`src/rtl/chacha_stream_pkg.sv`:
```
// chacha_stream_pkg: shared state/mode encodings and default widths for the ChaCha stream front end.
package chacha_stream_pkg;
    localparam int DEF_WORD_W      = 32;
    localparam int DEF_BLOCK_WORDS = 16;
    localparam int DEF_KEY_WORDS   = 8;
    localparam int DEF_NONCE_WORDS = 2;
    localparam int DEF_CTR_WORDS   = 2;
    localparam logic ENCRYP = 1'b0;
    localparam logic DECRYP = 1'b1;
    typedef enum logic [1:0] {ST_START, ST_HDR, ST_DATA, ST_OUT} state_t;
    function automatic int imax(input int a, input int b);
        return a > b ? a : b;
    endfunction
endpackage

```
`src/rtl/word_slot_writer.sv`:
```
// word_slot_writer: deposits word idx into slot SLOTS-1-idx of a wide register and tracks filled slots.
module word_slot_writer
    import chacha_stream_pkg::*;
#(
    parameter int WORD_W = DEF_WORD_W,
    parameter int SLOTS  = DEF_BLOCK_WORDS,
    parameter int IDX_W  = 5
) (
    input  logic                    clk,
    input  logic                    rst,
    input  logic                    clr,
    input  logic                    wr,
    input  logic [IDX_W-1:0]        idx,
    input  logic [WORD_W-1:0]       data,
    output logic [SLOTS*WORD_W-1:0] q,
    output logic [SLOTS-1:0]        keep
);
    always_ff @(posedge clk)
        if (rst || clr) begin
            q    <= '0;
            keep <= '0;
        end else if (wr)
            for (int i = 0; i < SLOTS; i++)
                if (idx == IDX_W'(SLOTS - 1 - i)) begin
                    q[i*WORD_W +: WORD_W] <= data;
                    keep[i]               <= 1'b1;
                end
endmodule

```
`src/rtl/stream_block_assembler.sv`:
```
// stream_block_assembler: packs a word stream into cipher blocks, extracting a key/nonce/counter
// header first in decrypt mode; partial final blocks are zero padded with a word-keep mask.
module stream_block_assembler
    import chacha_stream_pkg::*;
#(
    parameter int WORD_W      = DEF_WORD_W,
    parameter int BLOCK_WORDS = DEF_BLOCK_WORDS,
    parameter int KEY_WORDS   = DEF_KEY_WORDS,
    parameter int NONCE_WORDS = DEF_NONCE_WORDS,
    parameter int CTR_WORDS   = DEF_CTR_WORDS
) (
    input  logic                          blk_asm_clk,
    input  logic                          blk_asm_reset,
    input  logic                          encryp_decryp,
    input  logic                          s_valid,
    output logic                          s_ready,
    input  logic [WORD_W-1:0]             s_data,
    input  logic                          s_last,
    output logic [KEY_WORDS*WORD_W-1:0]   public_key,
    output logic [NONCE_WORDS*WORD_W-1:0] nonce,
    output logic [CTR_WORDS*WORD_W-1:0]   counter,
    output logic                          hdr_valid,
    output logic                          m_valid,
    input  logic                          m_ready,
    output logic [BLOCK_WORDS*WORD_W-1:0] m_data,
    output logic [BLOCK_WORDS-1:0]        m_keep,
    output logic                          m_last,
    output logic                          hdr_err
);
    localparam int HDR_WORDS = KEY_WORDS + NONCE_WORDS + CTR_WORDS;
    localparam int IDX_W     = $clog2(imax(BLOCK_WORDS, HDR_WORDS) + 1);

    state_t             state, eff, nxt;
    logic [IDX_W-1:0]   idx;
    logic               mode, cur_mode, acc, hdr_wr, blk_wr, hdr_abort, hdr_done, blk_done, out_done;
    logic [HDR_WORDS*WORD_W-1:0] hdr_q;
    logic [HDR_WORDS-1:0]        hdr_keep_unused;

    // START is transparent: the word arriving there is handled as if already in HDR or DATA
    always_comb begin
        eff       = state == ST_START ? (encryp_decryp == DECRYP ? ST_HDR : ST_DATA) : state;
        cur_mode  = state == ST_START ? encryp_decryp : mode;
        acc       = s_valid && s_ready;
        hdr_wr    = acc && eff == ST_HDR && cur_mode == DECRYP;
        blk_wr    = acc && eff == ST_DATA;
        hdr_abort = hdr_wr && s_last;
        hdr_done  = hdr_wr && !s_last && idx == IDX_W'(HDR_WORDS - 1);
        blk_done  = blk_wr && (s_last || idx == IDX_W'(BLOCK_WORDS - 1));
        out_done  = state == ST_OUT && m_ready;
        nxt       = hdr_abort ? ST_START : hdr_done ? ST_DATA : blk_done ? ST_OUT :
                    out_done ? (m_last ? ST_START : ST_DATA) : acc ? eff : state;
    end

    always_ff @(posedge blk_asm_clk)
        if (blk_asm_reset) begin
            state     <= ST_START;
            idx       <= '0;
            mode      <= ENCRYP;
            s_ready   <= 1'b0;
            m_valid   <= 1'b0;
            m_last    <= 1'b0;
            hdr_valid <= 1'b0;
            hdr_err   <= 1'b0;
        end else begin
            state   <= nxt;
            s_ready <= nxt != ST_OUT;
            m_valid <= nxt == ST_OUT;
            hdr_err <= hdr_abort;
            idx     <= (hdr_abort || hdr_done || blk_done) ? '0 : acc ? idx + 1'b1 : idx;
            if (state == ST_START) mode <= encryp_decryp;
            if (hdr_done) hdr_valid <= 1'b1;
            else if (out_done && m_last) hdr_valid <= 1'b0;
            if (blk_done) m_last <= s_last;
            else if (out_done) m_last <= 1'b0;
        end

    word_slot_writer #(.WORD_W(WORD_W), .SLOTS(BLOCK_WORDS), .IDX_W(IDX_W)) u_block (
        .clk(blk_asm_clk), .rst(blk_asm_reset), .clr(out_done), .wr(blk_wr),
        .idx(idx), .data(s_data), .q(m_data), .keep(m_keep)
    );

    // header fields persist across messages, so only reset clears them
    word_slot_writer #(.WORD_W(WORD_W), .SLOTS(HDR_WORDS), .IDX_W(IDX_W)) u_header (
        .clk(blk_asm_clk), .rst(blk_asm_reset), .clr(1'b0), .wr(hdr_wr),
        .idx(idx), .data(s_data), .q(hdr_q), .keep(hdr_keep_unused)
    );

    assign public_key = hdr_q[HDR_WORDS*WORD_W-1 -: KEY_WORDS*WORD_W];
    assign nonce      = hdr_q[CTR_WORDS*WORD_W +: NONCE_WORDS*WORD_W];
    assign counter    = hdr_q[CTR_WORDS*WORD_W-1:0];
endmodule

```
`config.mk`:
```
export PLATFORM = sky130hd
export DESIGN_NAME = stream_block_assembler
export DESIGN_NICKNAME = d
export VERILOG_FILES = /design/src/rtl/chacha_stream_pkg.sv /design/src/rtl/word_slot_writer.sv /design/src/rtl/stream_block_assembler.sv
export SDC_FILE = /design/constraint.sdc
export NUM_CORES = 2
export LEC_CHECK = 0
export CAP_MARGIN = 30
export CORE_AREA = 2 2 372 374
export CTS_CLUSTER_DIAMETER = 60
export DETAILED_ROUTE_END_ITERATION = 16
export DIE_AREA = 0 0 374 376
export MAX_ROUTING_LAYER = met4
export PLACE_DENSITY = 0.46
export RECOVER_POWER = 50
export SKIP_CTS_REPAIR_TIMING = 1
export SYNTH_ARGS = -nofsm -noshare
export SYNTH_HDL_FRONTEND = slang
export SYNTH_SLANG_ARGS = --single-unit
```
`constraint.sdc`:
```
create_clock -name blk_asm_clk -period 2.3 [get_ports blk_asm_clk]
set_input_delay 0.46 -clock blk_asm_clk [delete_from_list [all_inputs] [get_ports blk_asm_clk]]
set_output_delay 0.46 -clock blk_asm_clk [all_outputs]
set_load 0.01 [all_outputs]
```
# --- Word-level counts from Yosys, hierarchy flattened ---
# Index checks and enable logic that the tools add are counted.
op_classes:
  add_sub_neg: 1
  n_eq_ne: 20
  muxes: 13
  n_reduce_logical: 48
ops:
  columns: ["cell", "n"]
  rows:
  - ["2-bit AND reduction", 28]
  - ["5-bit by 4-bit equality test with 1-bit output (second input constant)", 8]
  - ["5-bit by 3-bit equality test with 1-bit output (second input constant)", 4]
  - ["2-bit two-way mux", 8]
  - ["5-bit by 2-bit equality test with 1-bit output (second input constant)", 2]
  - ["1-bit logical AND", 10]
  - ["2-bit equality test (second input constant)", 3]
  - ["5-bit by 1-bit adder with 5-bit output (second input constant)", 1]
  - ["5-bit by 1-bit equality test with 1-bit output (second input constant)", 1]
  - ["5-bit logical NOT", 1]
  - ["1-bit two-way mux", 5]
  - ["1-bit logical OR", 4]
  - ["2-bit nonzero test", 2]
  - ["2-bit by 1-bit equality test with 1-bit output (second input constant)", 1]
  - ["2-bit logical NOT", 1]
  - ["2-bit != test (second input constant)", 1]
  - ["2-bit OR reduction", 1]
  - ["1-bit logical NOT", 1]
word_totals:
  ff_bits: 925

# --- Depth between registers and ports, before layout ---
logic_depth:
  word_depth: 10
  mapped_depth: 9

# --- By module ---
# A second synthesis with hierarchy kept.
hier_totals:
  hier_cells: 3238
  area_unflattened_um2: 33801.2
by_module_without_submodules:
  columns: ["module", "instances", "cells_per_inst", "area_per_inst_um2", "seq_area_each_um2"]
  rows:
  - ["word_slot_writer at u_block", 1, 1790, 18836.8, 10570.1]
  - ["word_slot_writer at u_header", 1, 1369, 14283.7, 7927.6]
  - ["stream_block_assembler", 1, 79, 680.7, 260.2]

# --- Worst setup path after synthesis ---
# OpenSTA, ideal clock, no wires.
synth_path:
  path_type: "register to register"
  from: "reg idx[0]"
  to: "reg idx[4]"
  setup_ps: 79
  arrival_ps: 2142
  required_ps: 2221
  slack_ps: 79
  stages_incl_launch_ff: 9
  n_path_buf: 2
  path_cell_list: "dfxtp_1 ha_1 clkbuf_1 and3_1 ha_1 and3_1 clkbuf_1 or4_4 a211oi_2"
synth_via:
  elab_chain_len: 5
synth_lines:
  columns: ["item", "line_no", "rtl"]
  rows:
  - ["from (decl)", "stream_block_assembler.sv:34", "logic [IDX_W-1:0] idx;"]
  - ["from (signal assigned)", "stream_block_assembler.sv:69", "idx <= (hdr_abort || hdr_done || blk_done) ? '0 : acc ? idx + 1'b1 : idx;"]
  - ["5-bit by 4-bit equality test with 1-bit output, on equally long branches", "stream_block_assembler.sv:47, stream_block_assembler.sv:48", null]
  - ["1-bit logical AND / 1-bit logical OR (equally long branches)", "stream_block_assembler.sv:47, stream_block_assembler.sv:48", null]
  - ["1-bit logical OR / 1-bit logical AND (equally long branches)", "stream_block_assembler.sv:69, stream_block_assembler.sv:48", null]
  - ["1-bit logical OR", "stream_block_assembler.sv:69", null]
  - ["2-bit OR reduction (no line)", null, null]
# Parallel ways exist; a longest one is shown, timed or not.
# A chain may end at the register's enable or synchronous reset.

# --- Worst setup path in the final report ---
layout_path:
  from: "reg u_block.q[408]"
  to: "out m_data[408]"
layout_lines:
  columns: ["item", "line_no", "rtl"]
  rows:
  - ["from (decl)", "word_slot_writer.sv:15", "output logic [SLOTS*WORD_W-1:0] q,"]
  - ["from (signal, indexed assignment)", "word_slot_writer.sv:25", "q[i*WORD_W +: WORD_W] <= data;"]
  - ["to (decl)", "stream_block_assembler.sv:25", "output logic [BLOCK_WORDS*WORD_W-1:0] m_data,"]
# No word-level cell between the ends.

==> run summary <==
status = completed
Final nets = 4735
Clock Skew = 39.40 ps
worst rel slew slack = 51.27%
Congestion Overflow GR = 0
WP data arrival = 1780 ps
Seq/Total Area, Yosys = 58.65%
clock tree buffer depth = 3
post-route ant nets = 0
Worst path max stage delay = 690 ps
Fill cells = 14193
largest net degree at the start of global routing = 140
Seq. cell area = 0.01852 mm2
Multi-input gate area = 0.01129 mm2
drt drc = 0
max layer used = met4
Critical Path Sink Type = output pin
Cells after Synth = 3850
max-cap violation count = 0
dpl ws = -365.9 ps
Max Fclk = 446.3 MHz
Max stage delay cell, worst path = clkdlybuf4s50_1
final setup TNS = 0 ps
GPL Wtd Cong = 0.8019
Netlist cell types = 37
Worst EP required = 1840 ps
cell family with most CP delay = buffers and inverters
Clock Sinks = 925
Setup violations, final = 0
Rows = 136
clk slew on worst S/H paths = 60 ps
IO buf count = 954
1st-iter DRT viols = 2012
Vias = 30107
Final HPWL DP = 111600 um
Die H = 376 um
Hold Violations, Final = 0
CTS Root Cell = clkbuf_16
met3 WL post-DR = 11920 um
Leak Pwr = 0.01647 uW
Synth Area per Inst = 8.201 um2
Max IR drop VDD = 0.5476 mV
final wirelength = 161000 um
pwr dens = 741.5 mW/mm2
flop and latch count out of synthesis = 925
Pre-antenna DRT Iters = 5
worst skew pair latency = 720 ps
fin. max-slew vios = 0
first-pass GRT wire length = 220100 um
final worst-path setup slack = 59.23 ps
P&R area growth vs syn = 50.18%
Starting Density = 23.11%
share of layout cells above drive strength 1 = 8.312%
vias in the first global route = 27922
post-layout min period = 2241 ps
Die Wd = 374 um
Least-Margin Pin Slew = 731.0 ps
fin crit share = 97.42%
met2 wire length = 77250 um
most common cell after layout, fill and taps aside = nand2_1
IO Pins = 955
vias per cell = 4.579
Syn Nets = 3893
unrepaired setup endpoints after global routing = no
total track usage = 22.50%
startpoint types = flip-flop
H-tree levels = 3
die area = 0.1406 mm2
initial antenna violation count = 9
commonest non-fill, non-tap cells in the layout = nand2_1, dfxtp_1, clkdlybuf4s50_1, a21oi_1, nand3_1
metal1 wirelength = 65990 um
area of the mapped netlist = 0.03157 mm2
Placed Instances = 6377
HP Class = in2reg
Worst Path Buf+Inv = 1
yosys warns = 0
CTS tree = built
final core utilization = 34.70%
worst path cell trace = clkdlybuf4s50_1
Finished Layout Cells = 6575
Setup CP Type = reg2out
Core Box Area = 0.1366 mm2
Worst Path Max Fanout = 2
routed len/inst = 24.49 um
TritonCTS buffer count = 107
==> cell type report <==
class                   instances  area share (%)
diodes                          5         0.02639
clock buffers                 151           6.568
clock inverters                42          0.9632
inverters                      14          0.1108
multi-input cells            2495           23.81
flip-flops and latches        925           39.05
well taps                    1794           4.734
repair buffers               1149           24.73
==> flip-flops by register name (all words and copies together) (netlist names) <==
name / cells
idx: 5
m_last: 1
hdr_valid: 1
s_ready: 1
u_block.keep: 16
m_valid: 1
state: 2
mode: 1
u_block.q: 512
u_header.q: 384
hdr_err: 1
==> cell families (layout without fill, tap and decap cells) <==
| family | count (synthesis) | after routing | synth area share (%) |
|---|---|---|---|
| XOR/XNOR | 3 | 3 | 0.08324 |
| flip-flops | 925 | 925 | 58.65 |
| AO/OA/AOI/OAI | 923 | 923 | 14.72 |
| other | 0 | 5 | 0 |
| AND/OR/NAND/NOR | 1563 | 1563 | 20.70 |
| adder cells (fa/ha/maj) | 5 | 5 | 0.1981 |
| multiplexers | 1 | 1 | 0.03566 |
| buffers and inverters | 430 | 1356 | 5.608 |
==> layer usage <==
metal | global-route usage, % | vias up
li1 | - | 14371
met1 | 26.54 | 14393
met2 | 36.90 | 1108
met3 | 5.928 | 235
met4 | 7.929 | 0
met5 | - | -
==> power breakdown <==
part | internal [uW] | switching (uW) | leakage [uW] | total, uW
Clock | 9940 | 7340 | 0.00175 | 17300
Combinational | 480 | 1270 | 0.00726 | 1750
Sequential | 16100 | 42.8 | 0.00745 | 16100
Total | 26500 | 8650 | 0.0165 | 35200
==> per-stage QoR <==
stage                     cell area [um2]  hold WS, ps  power [uW]
final                               47420        27.27       35160
after global routing                47410        1.386       36310
after CTS                           47800       -49.93       35680
after detailed placement            44230        438.6       18290
after global placement              44200        435.3       18280
after floorplan                     31570        463.6       17130
==> worst paths after layout <==
kind                                       from         endpoint  slack [ps]  cells after the start
worst max-delay path             u_block.q[408]      m_data[408]          60                      1
worst min-delay path              blk_asm_reset         state[1]          30                      2
worst max register to register         state[1]  u_header.q[356]         160                      6
worst min register to register  u_block.keep[6]  u_block.keep[6]         440                      2
==> synth_stat cells, drive strengths merged <==
cell | number | area (um2)
nand2 | 1129 | 4238
dfxtp | 925 | 18520
a21oi | 561 | 2808
nand3 | 358 | 1792
o21ai | 356 | 1782
clkbuf | 292 | 1096
buf | 124 | 621.8
nand4 | 25 | 156.4
nor2 | 17 | 63.81
inv | 14 | 52.55
and4 | 12 | 107.6
and3 | 6 | 37.54
ha | 5 | 62.56
and3b | 3 | 26.28
nand2b | 3 | 26.27
nor3 | 3 | 20.02
nor3b | 3 | 32.53
xor2 | 2 | 17.52
a211oi | 1 | 12.51
a22oi | 1 | 7.510
a31o | 1 | 8.760
a31oi | 1 | 12.51
and2 | 1 | 6.260
and4b | 1 | 10.01
mux2 | 1 | 11.26
nand4b | 1 | 8.760
o21ba | 1 | 10.01
o21bai | 1 | 7.510
or4 | 1 | 11.26
xnor2 | 1 | 8.760
Power figures use the tool's default switching activity.
